## config.mk

```make
export PLATFORM = sky130hd
export DESIGN_NAME = id_ex_operand_stage
export DESIGN_NICKNAME = d
export VERILOG_FILES = /design/src/rtl/id_ex_operand_stage.sv
export SDC_FILE = /design/constraint.sdc
export NUM_CORES = 1
export LEC_CHECK = 0
export ABC_AREA = 1
export CAP_MARGIN = 20
export CORE_ASPECT_RATIO = 2
export CORE_MARGIN = 5
export CORE_UTILIZATION = 44
export DETAILED_ROUTE_END_ITERATION = 8
export PLACE_DENSITY = 0.84
export SYNTH_ARGS = -nofsm -noshare
export SYNTH_HDL_FRONTEND = slang
export SYNTH_SLANG_ARGS = --single-unit
```

## constraint.sdc

```tcl
create_clock -name clk_i -period 1.9 [get_ports clk_i]
set_clock_uncertainty 0.15 [all_clocks]
set_input_delay 0.19 -clock clk_i [delete_from_list [all_inputs] [get_ports clk_i]]
set_output_delay 0.19 -clock clk_i [all_outputs]
set_load 0.03 [all_outputs]
```

## src/rtl/id_ex_operand_stage.sv

```systemverilog
// ID/EX operand pipeline stage.
// Registers the decoded operands, immediate and control fields. ALU operands
// are resolved combinationally through EX/MEM and MEM/WB forwarding.
// Ports:
//   clk_i, rst_i            clock (rising edge), synchronous active-high reset
//   stall_i, flush_i        hazard-unit hold / bubble insertion
//   id_*                    decoded instruction fields from the decode stage
//   exm_*, mwb_*            EX/MEM and MEM/WB write-back forwarding sources
//   data1_o, data2_o        ALU operands (data2 is imm when alu_src is set)
//   alu_ctrl_o, rd_addr_o   ALU operation and destination passed downstream
//   reg_write_o, valid_o    write enable (valid-gated) and stage valid
//   rs2_fwd_o               forwarded rs2 regardless of alu_src (store data)
module id_ex_operand_stage #(
  parameter int unsigned XLEN   = 32,
  parameter int unsigned REG_AW = 5,
  parameter int unsigned CTRL_W = 3
) (
  input  logic              clk_i,
  input  logic              rst_i,
  input  logic              stall_i,
  input  logic              flush_i,
  input  logic              id_valid_i,
  input  logic [XLEN-1:0]   id_rs1_data_i,
  input  logic [XLEN-1:0]   id_rs2_data_i,
  input  logic [XLEN-1:0]   id_imm_i,
  input  logic [REG_AW-1:0] id_rs1_addr_i,
  input  logic [REG_AW-1:0] id_rs2_addr_i,
  input  logic [REG_AW-1:0] id_rd_addr_i,
  input  logic [CTRL_W-1:0] id_alu_ctrl_i,
  input  logic              id_alu_src_i,
  input  logic              id_reg_write_i,
  input  logic              exm_reg_write_i,
  input  logic [REG_AW-1:0] exm_rd_addr_i,
  input  logic [XLEN-1:0]   exm_data_i,
  input  logic              mwb_reg_write_i,
  input  logic [REG_AW-1:0] mwb_rd_addr_i,
  input  logic [XLEN-1:0]   mwb_data_i,
  output logic [XLEN-1:0]   data1_o,
  output logic [XLEN-1:0]   data2_o,
  output logic [CTRL_W-1:0] alu_ctrl_o,
  output logic [REG_AW-1:0] rd_addr_o,
  output logic              reg_write_o,
  output logic [XLEN-1:0]   rs2_fwd_o,
  output logic              valid_o
);

  logic [XLEN-1:0]   rs1_data_q;
  logic [XLEN-1:0]   rs2_data_q;
  logic [XLEN-1:0]   imm_q;
  logic [REG_AW-1:0] rs1_q;
  logic [REG_AW-1:0] rs2_q;
  logic [REG_AW-1:0] rd_q;
  logic [CTRL_W-1:0] alu_ctrl_q;
  logic              alu_src_q;
  logic              reg_write_q;
  logic              valid_q;

  logic [XLEN-1:0]   fwd1;
  logic [XLEN-1:0]   fwd2;

  // EX/MEM wins over MEM/WB; x0 is never forwarded.
  always_comb begin
    fwd1 = rs1_data_q;
    if (exm_reg_write_i && (exm_rd_addr_i == rs1_q) && (rs1_q != '0)) begin
      fwd1 = exm_data_i;
    end else if (mwb_reg_write_i && (mwb_rd_addr_i == rs1_q) && (rs1_q != '0)) begin
      fwd1 = mwb_data_i;
    end
  end

  always_comb begin
    fwd2 = rs2_data_q;
    if (exm_reg_write_i && (exm_rd_addr_i == rs2_q) && (rs2_q != '0)) begin
      fwd2 = exm_data_i;
    end else if (mwb_reg_write_i && (mwb_rd_addr_i == rs2_q) && (rs2_q != '0)) begin
      fwd2 = mwb_data_i;
    end
  end

  always_ff @(posedge clk_i) begin
    if (rst_i || flush_i) begin
      rs1_data_q  <= '0;
      rs2_data_q  <= '0;
      imm_q       <= '0;
      rs1_q       <= '0;
      rs2_q       <= '0;
      rd_q        <= '0;
      alu_ctrl_q  <= '0;
      alu_src_q   <= 1'b0;
      reg_write_q <= 1'b0;
      valid_q     <= 1'b0;
    end else if (stall_i) begin
      // Refresh held operands so a write-back retiring mid-stall is kept.
      rs1_data_q <= fwd1;
      rs2_data_q <= fwd2;
    end else begin
      rs1_data_q  <= id_rs1_data_i;
      rs2_data_q  <= id_rs2_data_i;
      imm_q       <= id_imm_i;
      rs1_q       <= id_rs1_addr_i;
      rs2_q       <= id_rs2_addr_i;
      rd_q        <= id_rd_addr_i;
      alu_ctrl_q  <= id_alu_ctrl_i;
      alu_src_q   <= id_alu_src_i;
      reg_write_q <= id_reg_write_i & id_valid_i;
      valid_q     <= id_valid_i;
    end
  end

  assign data1_o     = fwd1;
  assign data2_o     = alu_src_q ? imm_q : fwd2;
  assign rs2_fwd_o   = fwd2;
  assign alu_ctrl_o  = alu_ctrl_q;
  assign rd_addr_o   = rd_q;
  assign reg_write_o = reg_write_q;
  assign valid_o     = valid_q;

endmodule

```

# Yosys cells after proc, flatten, opt, wreduce, memory -nomap -nowiden
# Cells that the tools add are included.
dict set report totals {
  regBits 117
  input_bits 197
  output_inout_bits 106
  word_cells 33
}
dict set report op_classes {
  n_eq_ne 4
  n_mux 7
  bitwise 1
  n_reduce_logical 11
}
# op n
set ops {}
lappend ops {{$mux W32} 7}
lappend ops {{$eq A5 B5 Y1} 4}
lappend ops {{$reduce_bool A5 Y1} 2}
lappend ops {{$logic_and A1 B1 Y1} 8}
lappend ops {{$and A1 B1 Y1} 1}
lappend ops {{$logic_or A1 B1 Y1} 1}

# Longest topological paths before layout
dict set report logic_depth {
  ltp_word 6
  ltp_mapped 13
  depth_no_buf 12
}

# Least setup slack after synthesis
# OpenSTA, ideal clock, no wires.
dict set report synth_path {
  path_kind {flip-flop to output port}
  from {register rs2_q[1]}
  to {output data2_o[10]}
  arrival_time_ps 1627
  required_ps 1560
  path_slack_ps -67
  path_stages_with_launch 11
  n_path_buf 1
  path_cell_list {dfxtp_1 -> inv_2 -> or2_1 -> nand3_2 -> nor2_4 -> nand2_2 -> buf_4 -> nand3_2 -> nand2_1 -> nand2_1 -> nand2_1}
}
dict set report synth_between {
  elab_chain_len 6
  elab_cells_between_ends 10
  classes_between {2 x eq/ne; 3 x mux; 5 x reduce/logical}
}
# element line
set synth_rtl {}
lappend synth_rtl {{start, declared} 51} ;# logic [REG_AW-1:0] rs2_q;
lappend synth_rtl {{start signal, assigned} 101} ;# rs2_q <= id_rs2_addr_i;
lappend synth_rtl {{$eq A5 B5 Y1} 75} ;# end else if (mwb_reg_write_i && (mwb_rd_addr_i == rs2_q) && (rs2_q != '0)) begin
lappend synth_rtl {{$logic_and A1 B1 Y1 (2 in a row)} 75}
lappend synth_rtl {{$mux W32} 75}
lappend synth_rtl {{$mux W32 (*)} 73} ;# if (exm_reg_write_i && (exm_rd_addr_i == rs2_q) && (rs2_q != '0)) begin
lappend synth_rtl {{named net rs2_fwd_o[10]} 43} ;# output logic [XLEN-1:0] rs2_fwd_o,
lappend synth_rtl {{$mux W32 (*)} 111} ;# assign data2_o = alu_src_q ? imm_q : fwd2;
lappend synth_rtl {{end, declared} 39} ;# output logic [XLEN-1:0] data2_o,
# Mark *: on every way through the listed nets, which the timed path passes. The rest lies on a longest branch.

# Final worst setup path
dict set report layout_path {
  from {register rs2_q[3]}
  to {output data2_o[8]}
}
dict set report layout_between {
  elab_chain_len 6
  elab_cells_between_ends 10
  classes_between {2 x eq/ne; 3 x mux; 5 x reduce/logical}
}
# element line
set layout_rtl {}
lappend layout_rtl {{$eq A5 B5 Y1} 75}
lappend layout_rtl {{$logic_and A1 B1 Y1 (2 in a row)} 75}
lappend layout_rtl {{$mux W32} 75}
lappend layout_rtl {{$mux W32 (*)} 73}
lappend layout_rtl {{$mux W32 (*)} 111}
# Every way passes the cells marked *; elsewhere a longest branch is shown, timed or not.

==> qor.txt <==
Worst Path Arrival -> 2.16 ns
Avg WL per Cell -> 20.1 um
row count -> 67
Worst path slowest cell -> dfxtp_4
final hold viol count -> 0
total CTS buffers -> 17
Max-slew headroom -> 69.6%
vias per cell -> 5.50
worst path bufs/invs -> 4
WL met1 -> 11900 um
fin. max-slew vios -> 0
CP Capture Type -> primary output
failing checks -> setup timing
Synth top area share -> 31.3%
design area -> 14100 um2
fraction of registers with async set/reset -> 0%
Hold Crit Class -> in2reg
Area after DPL -> 11200 um2
syn avg cell area -> 5.87 um2
CP Max Fanout -> 6
commonest cells in the synthesized netlist -> nand2_1 (418), nand3_1 (200), inv_1 (172)
Cell Pwr Density -> 592 nW/um2
post-synthesis cell area -> 7480 um2
Die Height -> 194 um
share of cells above drive strength 1 -> 33.5%
clk root buf -> clkbuf_16
Post-CTS Hold Fix Bufs -> 0
highest routed layer -> met4
Synth Flop Type -> dfxtp_1
Post-Route WL -> 37300 um
Pre-antenna DRT Iters -> 7
later-pin clock latency in the skew report -> 0.43 ns
fmax -> 401 MHz
detailed-route via count -> 10200
crit-path max cell delay -> 0.38 ns
CTS clk-pin slew, worst paths -> 0.06 ns
DR DRC count -> 0
Core Area -> 16800 um2
count leader, synth -> nand2_1
Routed Antenna Nets -> 0
area grow syn2layout -> 88.4%
antenna violations before repair -> 5
CTS tree -> built
Worst EP required -> 1.56 ns
DP HPWL -> 21700 um
syn nets -> 1472
Leak Pwr -> 6.75 nW
WS Path Type -> reg2out
H-tree levels -> 4
crit-path cells -> inv_4, nand2_4, nand2_2, inv_2, nand2_2, nor2_4, nand2_4, clkbuf_16, nand2_4, nand3_2, nand2_2, nand2_1, nand2_1, buf_6
warning count from the yosys run -> 0
wire length on met2 -> 19500 um
top cells by area, synth -> dfxtp_1 (31%), nand2_1 (21%), nand3_1 (13%), inv_1 (8.6%), nor2_1 (7.1%)
Netlist cell types -> 24
Mapped Cells -> 1275
type of element launching the critical path -> flip-flop
total grt overflow -> 0
minimum clock period -> 2.50 ns
vias in the first global route -> 9148
maximum vdd drop -> 0.000658 V
Nets -> 1831
Final period util -> 131%
# port buffers -> 302
delay-heaviest family, CP -> simple AND/OR/NAND/NOR gates
EDFF count, synth -> 0
max-cap viol count -> 0
Fillers -> 925
status -> finished, violations left
CTS Buffer Depth -> 2
Post-Place Cells -> 1787
fin worst setup slack -> -0.596 ns
sequential share of the synthesized area -> 31.3%
flop and latch count out of synthesis -> 117
RSZ-0062 raised after global routing -> yes
initial DRC count -> 703
pin count of the biggest net entering global routing -> 51
Yosys top cell by area -> dfxtp_1
effective utilization at floorplan -> 44.6%
final setup fails -> 110
Placer Congestion -> 0.929
die area -> 19900 um2
first-pass GRT wire length -> 44900 um
Worst-Margin Slew -> 0.456 ns
metal3 WL -> 2710 um
GRT Util Overall -> 28.5%
Fin Hold WS -> 0.0637 ns
Final Non-Filler Cells -> 1859
Clock Sinks -> 117
I/O pin cnt -> 303
Die X -> 102 um
worst min-delay path: stages:
cell	delay [ns]
buf_6	0.21
nand2_1	0.11
a21oi_1	0.05
through the flow:
stage          worst slack (ns)  utilization [%]  TNS, ns  total power [mW]
2_1_floorplan            0.0224                -        0              3.55
3_3_place_gp             -0.542             66.8   -42.84              4.50
3_5_place_dp             -0.543             66.8   -44.91              4.52
4_1_cts                  -0.549             71.1   -46.21              7.90
5_1_grt                  -0.671             84.1   -58.36              8.61
6_report                 -0.596             84.1   -49.17              8.35
path summary, 6_finish.rpt:
path | startpoint | to | slack (ns) | cells after the start
setup / recovery | rs2_q[3] | data2_o[8] | -0.60 | 14
hold / removal | stall_i | imm_q[23] | 0.06 | 3
setup reg to reg | rs1_q[1] | rs1_data_q[2] | -0.12 | 14
hold reg to reg | imm_q[9] | imm_q[9] | 0.32 | 2
cell usage in the layout, fill, tap and decap left out, drive strengths merged, types with 3 or more instances in the layout:
cell type / synthesis / layout
a211oi: 11 / 11
a21oi: 44 / 44
buf: 44 / 202
clkbuf: 34 / 31
clkdlybuf4s50: 0 / 204
clkinv: 1 / 3
clkinvlp: 0 / 3
dfxtp: 117 / 117
diode: 0 / 5
inv: 184 / 189
nand2: 453 / 453
nand3: 231 / 231
nand4: 3 / 3
nor2: 149 / 149
cells by family (layout without fill, tap and decap cells):
group                  count (synthesis)  count (layout)  share of synthesized area [%]
AND/OR/NAND/NOR                      838             838                           49.9
flip-flops                           117             117                           31.3
XOR/XNOR                               1               1                          0.117
other                                  0               5                              0
AO/OA/AOI/OAI                         56              56                           4.15
buffers and inverters                263             635                           14.5
sequential cells by signal (all words and copies together) (netlist names):
name / cells
rs1_data_q: 32
reg_write_o: 1
rs2_q: 5
alu_ctrl_o: 3
rs2_data_q: 32
alu_src_q: 1
rd_addr_o: 5
valid_o: 1
rs1_q: 5
imm_q: 32
report_power, final:
part           switching (mW)  internal [mW]  total, mW  leakage, nW
clock network            1.32           2.06       3.38        0.290
logic                    1.27           1.10       2.37         5.49
registers              0.0443           2.55       2.60        0.960
total                    2.64           5.71       8.35         6.75
repair_timing:
action | CTS | global route
setup buffers | 3 | 17
gates cloned | 1 | 15
resized for setup | 18 | 389
pin swaps | 4 | 92
setup endpoints to repair | 96 | 119
per-layer routing:
| metal | global-route usage (%) | up-vias |
|---|---|---|
| met5 | 0 | - |
| met4 | 16.6 | 0 |
| met3 | 5.24 | 247 |
| met2 | 51.0 | 607 |
| met1 | 30.1 | 4747 |
| li1 | - | 4630 |
cell type report:
class,instances,area [um2],area share [%]
multi-input cells,895,5520,39.2
repair buffers,418,4640,32.9
flip-flops and latches,117,2360,16.7
inverters,185,704,5.00
clock buffers,20,467,3.31
well taps,207,259,1.84
clock inverters,12,140,0.994
diodes,5,12.5,0.0887
Power figures use the tool's default switching activity.
